File: config.mk
export PLATFORM = sky130hd
export DESIGN_NAME = pixel_readout_seq
export DESIGN_NICKNAME = d
export VERILOG_FILES = /design/src/rtl/pixseq_pkg.sv /design/src/rtl/pixseq_next_pix.sv /design/src/rtl/pixel_readout_seq.sv
export SDC_FILE = /design/constraint.sdc
export NUM_CORES = 1
export LEC_CHECK = 0
export CORE_ASPECT_RATIO = 1.5
export CORE_MARGIN = 1
export CORE_UTILIZATION = 45
export CTS_BUF_LIST = sky130_fd_sc_hd__clkbuf_8 sky130_fd_sc_hd__clkbuf_16
export CTS_CLUSTER_DIAMETER = 50
export CTS_CLUSTER_SIZE = 28
export DETAILED_ROUTE_END_ITERATION = 7
export PLACE_DENSITY = 0.69
export SYNTH_ARGS = -nofsm -noshare
export SYNTH_HDL_FRONTEND = slang
export SYNTH_SLANG_ARGS = --single-unit
export TNS_END_PERCENT = 5
File: constraint.sdc
create_clock -name wb_clk_i -period 3.9 [get_ports wb_clk_i]
set_input_delay 0.585 -clock wb_clk_i [delete_from_list [all_inputs] [get_ports wb_clk_i]]
set_output_delay 0.585 -clock wb_clk_i [all_outputs]
set_load 0.05 [all_outputs]
File: src/rtl/pixseq_pkg.sv
// Shared types and constants for the pixel readout sequencer.
// Holds the state enum, TGate one-hot codes and default sizes.
package pixseq_pkg;

    localparam int NPIX_DEF  = 12;
    localparam int CNT_W_DEF = 8;
    localparam int TMR_W_DEF = 16;
    localparam int IDX_W     = 4;

    typedef enum logic [3:0] {
        S_IDLE,
        S_SEL,
        S_RST,
        S_INT,
        S_SMP,
        S_CONV,
        S_STORE,
        S_NEXT,
        S_DONE
    } state_e;

    // TGate routing, bit order {vref_cmp, ota_sh, cmp_out, sh_out, ota_out}
    localparam logic [4:0] TG_OTA_OUT  = 5'b00001;
    localparam logic [4:0] TG_SH_OUT   = 5'b00010;
    localparam logic [4:0] TG_CMP_OUT  = 5'b00100;
    localparam logic [4:0] TG_OTA_SH   = 5'b01000;
    localparam logic [4:0] TG_VREF_CMP = 5'b10000;

endpackage

File: src/rtl/pixseq_next_pix.sv
// Combinational search for the lowest set mask bit above idx_i
// (or from bit 0 when first_i). Ports: mask_i, idx_i, first_i -> found_o, idx_o.
module pixseq_next_pix
    import pixseq_pkg::*;
#(
    parameter int NPIX = NPIX_DEF
) (
    input  logic [NPIX-1:0]  mask_i,
    input  logic [IDX_W-1:0] idx_i,
    input  logic             first_i,
    output logic             found_o,
    output logic [IDX_W-1:0] idx_o
);

    // Descending scan: the last hit written is the lowest qualifying bit.
    always_comb begin
        found_o = 1'b0;
        idx_o   = '0;
        for (int i = NPIX - 1; i >= 0; i--) begin
            if (mask_i[i] && (first_i || i > int'(idx_i))) begin
                found_o = 1'b1;
                idx_o   = IDX_W'(i);
            end
        end
    end

endmodule

File: src/rtl/pixel_readout_seq.sv
// Per-photodiode readout sequencer: select, reset, integrate, sample, convert.
// In: start/abort, mask, phase lengths, cmp_i. Out: switches, strobes,
// tg_sel, data/valid, pix_idx, busy, done. PIXSEQ_CONT_EN adds cont_i.
module pixel_readout_seq
    import pixseq_pkg::*;
#(
    parameter int NPIX  = NPIX_DEF,
    parameter int CNT_W = CNT_W_DEF,
    parameter int TMR_W = TMR_W_DEF
) (
    input  logic             wb_clk_i,
    input  logic             rst_n,
    input  logic             start_i,
    input  logic             abort_i,
`ifdef PIXSEQ_CONT_EN
    input  logic             cont_i,
`endif
    input  logic [NPIX-1:0]  pix_mask_i,
    input  logic [TMR_W-1:0] t_rst_i,
    input  logic [TMR_W-1:0] t_int_i,
    input  logic [TMR_W-1:0] t_sh_i,
    input  logic             cmp_i,
    output logic [NPIX-1:0]  pd_a_o,
    output logic [NPIX-1:0]  pd_b_o,
    output logic             sw1_o,
    output logic             sw2_o,
    output logic             sh_o,
    output logic             sh_cmp_o,
    output logic             sh_rst_o,
    output logic [4:0]       tg_sel_o,
    output logic [CNT_W-1:0] data_o,
    output logic             data_valid_o,
    output logic [IDX_W-1:0] pix_idx_o,
    output logic             busy_o,
    output logic             done_o
);

    state_e state_q, state_d;
    logic [IDX_W-1:0] idx_q, idx_d;
    logic [NPIX-1:0]  mask_q, mask_d;
    logic [TMR_W-1:0] t_rst_q, t_rst_d, t_int_q, t_int_d;
    logic [TMR_W-1:0] t_sh_q, t_sh_d, tmr_q, tmr_d;
    logic [CNT_W-1:0] cnt_q, cnt_d, cnt_inc, data_q, data_d;
    logic             cmp_s1_q, cmp_s2_q;
    logic             cont, launch;

    logic [NPIX-1:0]  pd_a_q, pd_a_d, pd_b_q, pd_b_d;
    logic [4:0]       tg_q, tg_d;
    logic [IDX_W-1:0] pix_q, pix_d;
    logic sw1_q, sw1_d, sw2_q, sw2_d, sh_q, sh_d;
    logic sh_cmp_q, sh_cmp_d, sh_rst_q, sh_rst_d;
    logic valid_q, valid_d, busy_q, busy_d, done_q, done_d;

    logic [NPIX-1:0]  srch_mask;
    logic             srch_first, srch_found;
    logic [IDX_W-1:0] srch_idx;

`ifdef PIXSEQ_CONT_EN
    assign cont = cont_i;
`else
    assign cont = 1'b0;
`endif

    // Frame start searches the incoming mask from bit 0; NEXT searches
    // the latched mask above the current index.
    assign srch_mask  = (state_q == S_NEXT) ? mask_q : pix_mask_i;
    assign srch_first = (state_q != S_NEXT);

    pixseq_next_pix #(.NPIX(NPIX)) u_next (
        .mask_i  (srch_mask),
        .idx_i   (idx_q),
        .first_i (srch_first),
        .found_o (srch_found),
        .idx_o   (srch_idx)
    );

    // Saturating increment: the conversion count never wraps.
    assign cnt_inc = (cnt_q == '1) ? cnt_q : cnt_q + 1'b1;

    // A programmed length of 0 behaves as 1.
    function automatic logic [TMR_W-1:0] len_m1(input logic [TMR_W-1:0] t);
        return (t == '0) ? '0 : t - 1'b1;
    endfunction

    always_comb begin
        state_d = state_q;
        idx_d   = idx_q;
        mask_d  = mask_q;
        t_rst_d = t_rst_q;
        t_int_d = t_int_q;
        t_sh_d  = t_sh_q;
        tmr_d   = tmr_q;
        cnt_d   = cnt_q;
        data_d  = data_q;
        launch  = 1'b0;
        unique case (state_q)
            S_IDLE: launch = start_i;
            S_SEL: begin
                state_d = S_RST;
                tmr_d   = len_m1(t_rst_q);
            end
            S_RST: begin
                if (tmr_q == '0) begin
                    state_d = S_INT;
                    tmr_d   = len_m1(t_int_q);
                end else begin
                    tmr_d = tmr_q - 1'b1;
                end
            end
            S_INT: begin
                if (tmr_q == '0) begin
                    state_d = S_SMP;
                    tmr_d   = len_m1(t_sh_q);
                end else begin
                    tmr_d = tmr_q - 1'b1;
                end
            end
            S_SMP: begin
                if (tmr_q == '0) begin
                    state_d = S_CONV;
                    cnt_d   = '0;
                end else begin
                    tmr_d = tmr_q - 1'b1;
                end
            end
            S_CONV: begin
                cnt_d = cnt_inc;
                // First CONV cycle ignores the comparator so a level
                // already high on entry reads as 2.
                if ((cmp_s2_q && cnt_q != '0) || cnt_inc == '1) begin
                    state_d = S_STORE;
                    data_d  = cnt_inc;
                end
            end
            S_STORE: state_d = S_NEXT;
            S_NEXT: begin
                if (srch_found) begin
                    state_d = S_SEL;
                    idx_d   = srch_idx;
                end else begin
                    state_d = S_DONE;
                end
            end
            S_DONE: begin
                if (cont) launch = 1'b1;
                else      state_d = S_IDLE;
            end
            default: state_d = S_IDLE;
        endcase
        if (launch) begin
            mask_d  = pix_mask_i;
            t_rst_d = t_rst_i;
            t_int_d = t_int_i;
            t_sh_d  = t_sh_i;
            idx_d   = srch_idx;
            state_d = srch_found ? S_SEL : S_DONE;
        end
        if (abort_i && state_q != S_IDLE) begin
            state_d = S_IDLE;
            idx_d   = '0;
            data_d  = '0;
        end
    end

    // Outputs are decoded from the next state so every output is a flop.
    always_comb begin
        pd_a_d   = '0;
        pd_b_d   = '1;
        tg_d     = TG_OTA_OUT;
        sw1_d    = 1'b0;
        sw2_d    = 1'b0;
        sh_d     = 1'b0;
        sh_cmp_d = 1'b0;
        sh_rst_d = 1'b0;
        valid_d  = (state_d == S_STORE);
        busy_d   = (state_d != S_IDLE);
        done_d   = (state_d == S_DONE);
        pix_d    = (state_d == S_IDLE) ? '0 : idx_d;
        unique case (state_d)
            S_RST: begin
                sh_rst_d = 1'b1;
                sw1_d    = 1'b1;
            end
            S_INT: begin
                sw2_d = 1'b1;
                tg_d  = TG_OTA_SH;
            end
            S_SMP: begin
                sh_d = 1'b1;
                tg_d = TG_SH_OUT;
            end
            S_CONV: begin
                sh_cmp_d = 1'b1;
                tg_d     = TG_CMP_OUT;
            end
            default: ;
        endcase
        if (state_d inside {S_SEL, S_RST, S_INT, S_SMP, S_CONV}) begin
            pd_a_d[idx_d] = 1'b1;
            pd_b_d[idx_d] = 1'b0;
        end
    end

    always_ff @(posedge wb_clk_i or negedge rst_n) begin
        if (!rst_n) begin
            state_q  <= S_IDLE;
            idx_q    <= '0;
            mask_q   <= '0;
            t_rst_q  <= '0;
            t_int_q  <= '0;
            t_sh_q   <= '0;
            tmr_q    <= '0;
            cnt_q    <= '0;
            data_q   <= '0;
            cmp_s1_q <= 1'b0;
            cmp_s2_q <= 1'b0;
            pd_a_q   <= '0;
            pd_b_q   <= '1;
            tg_q     <= TG_OTA_OUT;
            sw1_q    <= 1'b0;
            sw2_q    <= 1'b0;
            sh_q     <= 1'b0;
            sh_cmp_q <= 1'b0;
            sh_rst_q <= 1'b0;
            valid_q  <= 1'b0;
            busy_q   <= 1'b0;
            done_q   <= 1'b0;
            pix_q    <= '0;
        end else begin
            state_q  <= state_d;
            idx_q    <= idx_d;
            mask_q   <= mask_d;
            t_rst_q  <= t_rst_d;
            t_int_q  <= t_int_d;
            t_sh_q   <= t_sh_d;
            tmr_q    <= tmr_d;
            cnt_q    <= cnt_d;
            data_q   <= data_d;
            cmp_s1_q <= cmp_i;
            cmp_s2_q <= cmp_s1_q;
            pd_a_q   <= pd_a_d;
            pd_b_q   <= pd_b_d;
            tg_q     <= tg_d;
            sw1_q    <= sw1_d;
            sw2_q    <= sw2_d;
            sh_q     <= sh_d;
            sh_cmp_q <= sh_cmp_d;
            sh_rst_q <= sh_rst_d;
            valid_q  <= valid_d;
            busy_q   <= busy_d;
            done_q   <= done_d;
            pix_q    <= pix_d;
        end
    end

    assign pd_a_o       = pd_a_q;
    assign pd_b_o       = pd_b_q;
    assign tg_sel_o     = tg_q;
    assign sw1_o        = sw1_q;
    assign sw2_o        = sw2_q;
    assign sh_o         = sh_q;
    assign sh_cmp_o     = sh_cmp_q;
    assign sh_rst_o     = sh_rst_q;
    assign data_o       = data_q;
    assign data_valid_o = valid_q;
    assign pix_idx_o    = pix_q;
    assign busy_o       = busy_q;
    assign done_o       = done_q;

endmodule

# ---- Yosys cells after proc, flatten, opt, wreduce, memory -nomap -nowiden
# Cells that the tools add are included.
dict set report totals {
  ff_bits 142
  input_bits 65
  output_inout_bits 49
  elab_cells 165
}
dict set report op_classes {
  addsub 5
  magnitude_cmp 13
  eq_ne 19
  n_mux 61
  bitwise_logic 1
  n_reduce_logical 44
}
# operator n
set ops {}
lappend ops {{two-way mux 16 bit} 6}
lappend ops {{two-way mux 4 bit} 24}
lappend ops {{zero test 16 bit} 4}
lappend ops {{case mux 16 bit (4 select lines)} 1}
lappend ops {{subtractor 16 x 1 -> 16 bit, second input constant} 4}
lappend ops {{two-way mux 8 bit} 5}
lappend ops {{two-way mux 12 bit} 3}
lappend ops {{case mux 4 bit (8 select lines)} 1}
lappend ops {{== test 4 x 3 -> 1 bit, second input constant} 7}
lappend ops {{two-way mux 1 bit} 18}
lappend ops {{== test 4 x 2 -> 1 bit, second input constant} 4}
lappend ops {{== test 8 bit, second input constant} 2}
lappend ops {{greater-than comparator 3 x 4 -> 1 bit, first input constant} 4}
lappend ops {{greater-than comparator 4 bit, first input constant} 4}
lappend ops {{case mux 8 bit (2 select lines)} 1}
lappend ops {{logical AND 1 bit} 15}
lappend ops {{logical OR 1 bit} 12}
lappend ops {{NOT 12 bit} 1}
lappend ops {{case mux 4 bit (3 select lines)} 1}
lappend ops {{nonzero test 4 bit} 3}
lappend ops {{adder 8 x 1 -> 8 bit, second input constant} 1}
lappend ops {{== test 4 x 1 -> 1 bit, second input constant} 2}
lappend ops {{greater-than comparator 2 x 4 -> 1 bit, first input constant} 2}
lappend ops {{zero test 4 bit} 2}
lappend ops {{other kinds (11)} 16}

# ---- Longest topological paths before layout
dict set report logic_depth {
  word_depth 25
  depth_mapped 13
  mapped_depth_nobuf 10
}

# ---- By module
# A second synthesis with hierarchy kept.
dict set report hier_totals {
  cells_unflattened 786
  hier_area_um2 7923.8
}
# mod instances cells_per_inst area_each_um2
set modules_own_cells {}
lappend modules_own_cells {pixel_readout_seq 1 719 7498.4}
lappend modules_own_cells {pixseq_next_pix 1 67 425.4}

# ---- Worst setup path after synthesis
# Ideal clock, no wire load.
dict set report synth_path {
  path_kind {register to register}
  startpoint {reg tmr_q[0]}
  endpoint {reg pd_b_q[7], in the netlist pd_b_o[7]}
  setup_ps 88
  t_arrival_ps 2640
  t_required_ps 3812
  setup_slack_ps 1172
  path_stages_with_launch 13
  path_buffers 2
  period_less_slack_ps 2728
  cell_sequence {dfrtp_1 inv_1 ha_1 nor3b_2 and3b_1 buf_4 nand2_2 or3_4 a21oi_4 nand3b_4 a21boi_4 buf_6 or3_1}
}
dict set report synth_via {
  elab_chain_len 8
  word_cells_on_any_way 14
  cone_classes {eq/ne: 5; mux: 7; reduce/logical: 2}
}
# element line
set synth_rtl {}
lappend synth_rtl {{start, declared} pixel_readout_seq.sv:42} ;# logic [TMR_W-1:0] t_sh_q, t_sh_d, tmr_q, tmr_d;
lappend synth_rtl {{start signal, assigned} pixel_readout_seq.sv:236} ;# tmr_q <= tmr_d;
lappend synth_rtl {{zero test 16 bit (*)} {pixel_readout_seq.sv:103, pixel_readout_seq.sv:111, pixel_readout_seq.sv:119}}
lappend synth_rtl {{two-way mux 4 bit, on equally long branches} {pixel_readout_seq.sv:119, pixel_readout_seq.sv:103, pixel_readout_seq.sv:111}}
lappend synth_rtl {{case mux 4 bit (8 select lines) (*)} pixel_readout_seq.sv:96} ;# unique case (state_q)
lappend synth_rtl {{two-way mux 4 bit (*)} pixel_readout_seq.sv:150} ;# if (launch) begin
lappend synth_rtl {{two-way mux 4 bit (*)} pixel_readout_seq.sv:158} ;# if (abort_i && state_q != S_IDLE) begin
lappend synth_rtl {{net state_d[2]} pixel_readout_seq.sv:38} ;# state_e state_q, state_d;
lappend synth_rtl {{== test 4 x 1 -> 1 bit, or another cell as far along} pixel_readout_seq.sv:198} ;# if (state_d inside {S_SEL, S_RST, S_INT, S_SMP, S_CONV}) begin
lappend synth_rtl {{nonzero test 5 bit (*)} pixel_readout_seq.sv:198}
lappend synth_rtl {{two-way mux 12 bit (*)} pixel_readout_seq.sv:198}
lappend synth_rtl {{net pd_b_d[7]} pixel_readout_seq.sv:47} ;# logic [NPIX-1:0] pd_a_q, pd_a_d, pd_b_q, pd_b_d;
lappend synth_rtl {{end signal, assigned} pixel_readout_seq.sv:242} ;# pd_b_q <= pd_b_d;
lappend synth_rtl {{end, declared} pixel_readout_seq.sv:47}
# Mark *: on every way through the listed nets, which the timed path passes. The rest lies on a longest branch.
# A chain may end at the register's enable or synchronous reset.

# ---- Worst setup path after layout
dict set report layout_path {
  startpoint {reg state_q[2]}
  endpoint {reg pd_a_q[7], in the netlist pd_a_o[7]}
}
dict set report layout_via {
  elab_chain_len 24
  word_cells_on_any_way 84
  cone_classes {order compare: 2; eq/ne: 13; mux: 41; reduce/logical: 28}
}
# element line
set layout_rtl {}
lappend layout_rtl {{start, declared} pixel_readout_seq.sv:38}
lappend layout_rtl {{start signal, assigned} pixel_readout_seq.sv:230} ;# state_q <= state_d;
lappend layout_rtl {{== test 4 x 3 -> 1 bit or inequality test 4 x 3 -> 1 bit (tied branches)} {pixel_readout_seq.sv:66, pixel_readout_seq.sv:96, pixel_readout_seq.sv:67}}
lappend layout_rtl {{two-way mux 12 bit or logical OR 1 bit (tied branches)} {pixel_readout_seq.sv:66, pixseq_next_pix.sv:20}}
lappend layout_rtl {{logical AND 1 bit} pixseq_next_pix.sv:20} ;# if (mask_i[i] && (first_i || i > int'(idx_i))) begin
lappend layout_rtl {{two-way mux 4 bit or two-way mux 1 bit (tied branches) (12 in a row)} pixseq_next_pix.sv:20}
lappend layout_rtl {{two-way mux 4 bit} pixel_readout_seq.sv:137} ;# if (srch_found) begin
lappend layout_rtl {{two-way mux 4 bit} pixel_readout_seq.sv:96}
lappend layout_rtl {{two-way mux 4 bit} pixel_readout_seq.sv:150}
lappend layout_rtl {{two-way mux 4 bit} pixel_readout_seq.sv:158}
lappend layout_rtl {{less-than comparator 4 x 5 -> 1 bit (not written as such) or greater-or-equal comparator 4 x 1 -> 1 bit (tied branches)} pixel_readout_seq.sv:199} ;# pd_a_d[idx_d] = 1'b1;
lappend layout_rtl {{logical AND 1 bit (not written as such)} pixel_readout_seq.sv:199}
lappend layout_rtl {{two-way mux 1 bit (not written as such)} pixel_readout_seq.sv:199}
lappend layout_rtl {{demux 1 bit (select 4 bit)} pixel_readout_seq.sv:199}
lappend layout_rtl {{two-way mux 12 bit (*)} pixel_readout_seq.sv:198}
lappend layout_rtl {{net pd_a_d[7]} pixel_readout_seq.sv:47}
lappend layout_rtl {{end signal, assigned} pixel_readout_seq.sv:241} ;# pd_a_q <= pd_a_d;
lappend layout_rtl {{end, declared} pixel_readout_seq.sv:47}
# Marks and branches as above.

==> impl_metrics.yaml <==
global_routing:
  antenna_found_initial: 0
  grt_pass1_wl_um: 32800
  grt-ovfl-total: 0
  grt.total_usage_pct: 24.0
  grt_max_degree: 87
  grt_pass1_vias: 6762
clock_network:
  clkLatencyLatePin_ns: 0.43
  cts.sinks: 139
  cts_tree: "done"
  post_cts_buffers: 0
  clk_path_buf_depth: 2
  clk_pin_slew_ns: 0.06
  cts_hold_buf: 0
  cts.repair.resized: 0
  root_buffer: "clkbuf_16"
  htree_levels: 4
  cts_buffers: 17
timing:
  drv_slew: 0
  setup_viol: 0
  worstMarginPinSlew_ns: 0.800
  hold_violations: 0
  max_slew_margin_pct: 46.7
  timing.final.ws_setup_ns: 0.590
  period_share_pct: 84.9
  final.setup.tns_ns: 0
  rsz0062_at_grt: "no"
  fin_crit_ns: 3.31
  fmax_ghz: 0.302
  finClkSkew_ns: 0.00798
synthesis:
  ys_types: 80
  yosysTopAreaCell: "dfrtp_1"
  syn-mean-instance-area_um2: 8.59
  yosysMostFrequentCell: "nand2_1"
  synth_edf_count: 0
  synthCells: 899
  synthesis.nets: 970
  synth_area_um2: 7720
  synth_top_area_share_pct: 40.8
  synth_common_cells: "nand2_1, dfrtp_1, nor2_1, o21ai_0, a21oi_1"
  yosysWarnings: 0
  synth-async-reset-ratio_pct: 100
  ys_ff_latch: 139
  yosysSeqAreaShare_pct: 45.3
  synthTopCellsByArea: "dfrtp_1, nand2_1, dfstp_2, o21ai_0, nor2_1"
  synth_ff_type: "dfrtp_1"
floorplanning:
  die_y_um: 162
  coreArea_um2: 16800
  start_util_pct: 46.0
  rows: 58
  dieArea_um2: 17700
  pin_count: 114
  die_w_um: 109
placed_design:
  io_buffers: 112
  place_hpwl_um: 14400
  dp.cells: 1186
  gp_congestion: 0.913
  place_area_um2: 8990
  pre_cts_ws_ns: 0.533
power:
  switching_share_pct: 40.9
  p_leak_nw: 4.07
  powerDensity_nw_per_um2: 673
  seqPwrFrac_pct: 38.0
  total_power_mw: 6.45
  p_clk_share_pct: 25.0
  p_sw_mw: 2.64
  combPwrFrac_pct: 37.0
  max-vdd-ir-drop_v: 0.000371
  internal_power_mw: 3.81
layout:
  area_growth_pct: 24.2
  instances_no_fill: 1218
  diodes: 0
  fillCellCount: 1558
  final_layout_size_suffix_gt1_share_pct: 8.33
  nets: 1066
  postLayoutCellArea_um2: 9580
  multiInputGateArea_um2: 3880
  regArea_um2: 3490
detailed_routing:
  postRouteAntennaNets: 0
  via_count: 6821
  vias_per_cell: 5.60
  routedWlPerCell_um: 16.5
  drc_errors: 0
  drt_iter0_drc: 349
  wirelength_um: 20100
  drt-pass1-iter-count: 6
critical_path:
  crit_fanout: 24
  end_kind: "register"
  required_ns: 4.18
  startpoint_type: "register"
  arrival_ns: 3.59
  crit_type: "reg -> reg"
run_status:
  status: "complete, no violations"
hold_path:
  min_path_type: "in -> async"
flow_run:
  cap_violations: 0
## flip-flops by register name, indices dropped and copies added (netlist names), 3 cells and up
signal / flops
t_int_q: 16
cnt_q: 8
pd_b_o: 12
tmr_q: 16
pd_a_o: 12
state_q: 4
pix_idx_o: 4
data_o: 8
t_sh_q: 16
t_rst_q: 16
mask_q: 11
tg_sel_o: 3
idx_q: 4
## cell type report
cell class,count,share of cell area (%)
multi-input cells,679,40.5
repair buffers,126,12.9
clock inverters,15,1.71
inverters,32,1.25
clock buffers,17,4.44
flip-flops and latches,139,36.5
well taps,210,2.74
## cell families after synthesis
family,after synthesis,share of synthesized area (%)
adder cells (fa/ha/maj),6,0.973
AO/OA/AOI/OAI,198,17.1
XOR/XNOR,41,4.65
buffers and inverters,81,4.54
other,1,0.0486
AND/OR/NAND/NOR,425,26.4
multiplexers,8,1.05
flip-flops,139,45.3
## power groups by stage
stage | Clock [mW] | Combinational (mW) | Sequential (mW)
floorplan | 0 | 1.69 | 2.42
global placement | 0 | 2.36 | 2.46
detailed placement | 0 | 2.39 | 2.46
CTS | 1.64 | 2.41 | 2.45
global route | 1.71 | 2.67 | 2.52
finish | 1.61 | 2.39 | 2.45
## layout by cell type (no fill, tap or decap), drive strengths merged, types with 7 or more instances in the layout
| master | synthesis | final |
|---|---|---|
| nand2 | 211 | 211 |
| dfrtp | 126 | 126 |
| clkdlybuf4s50 | 0 | 111 |
| nor2 | 63 | 63 |
| o21ai | 57 | 57 |
| a21oi | 44 | 44 |
| nor3 | 40 | 40 |
| inv | 32 | 37 |
| xnor2 | 27 | 27 |
| or3 | 21 | 21 |
| o22ai | 19 | 19 |
| clkbuf | 30 | 17 |
| buf | 19 | 15 |
| xor2 | 14 | 14 |
| nor4 | 14 | 14 |
| dfstp | 13 | 13 |
| nor2b | 12 | 12 |
| a31oi | 11 | 11 |
| nand3 | 10 | 10 |
| and2 | 10 | 10 |
| nand3b | 8 | 8 |
| nand2b | 7 | 7 |
| mux2i | 7 | 7 |
## metal layers
metal | routed length [um] | part of all wire (%) | vias to the layer above | global-route usage, %
met5 | 0 | 0 | - | 0
met3 | 809 | 4.0 | 48 | 5.12
li1 | - | - | 3313 | -
met1 | 8010 | 40 | 3304 | 27.1
met4 | 808 | 4.0 | 0 | 11.9
met2 | 10400 | 52 | 156 | 42.1
## metrics by stage
| step | hold slack, ns | utilization [%] |
|---|---|---|
| after floorplan | 0.289 | - |
| after global placement | 0.336 | 53.7 |
| after detailed placement | 0.342 | 53.7 |
| after CTS | 0.244 | 57.2 |
| after global routing | 0.272 | 57.2 |
| final | 0.202 | 57.2 |
## critical path, cell delays in order, from the launching register on
cell      delay (ns)
dfrtp_1         0.64
nand4b_2        0.38
a221oi_2        0.31
o22ai_1         0.23
o31ai_4         0.41
o211ai_1        0.16
a221o_1         0.39
a21boi_4        0.49
nor3_1          0.13
## path summary, 6_finish.rpt
| kind | startpoint | to | slack [ns] | cells after the start |
|---|---|---|---|---|
| max | state_q[2] | pd_a_o[7] | 0.59 | 8 |
| min | rst_n | t_int_q[5] | 0.20 | 1 |
| max reg2reg | state_q[2] | pd_a_o[7] | 0.59 | 8 |
| min in group wb_clk_i | cmp_s1_q | cmp_s2_q | 0.36 | 0 |
| max in group asynchronous | rst_n | tg_sel_o[0] | 2.92 | 2 |
| min reg2reg | cmp_s1_q | cmp_s2_q | 0.36 | 0 |
Note: power is estimated with default switching activity, not from simulation.
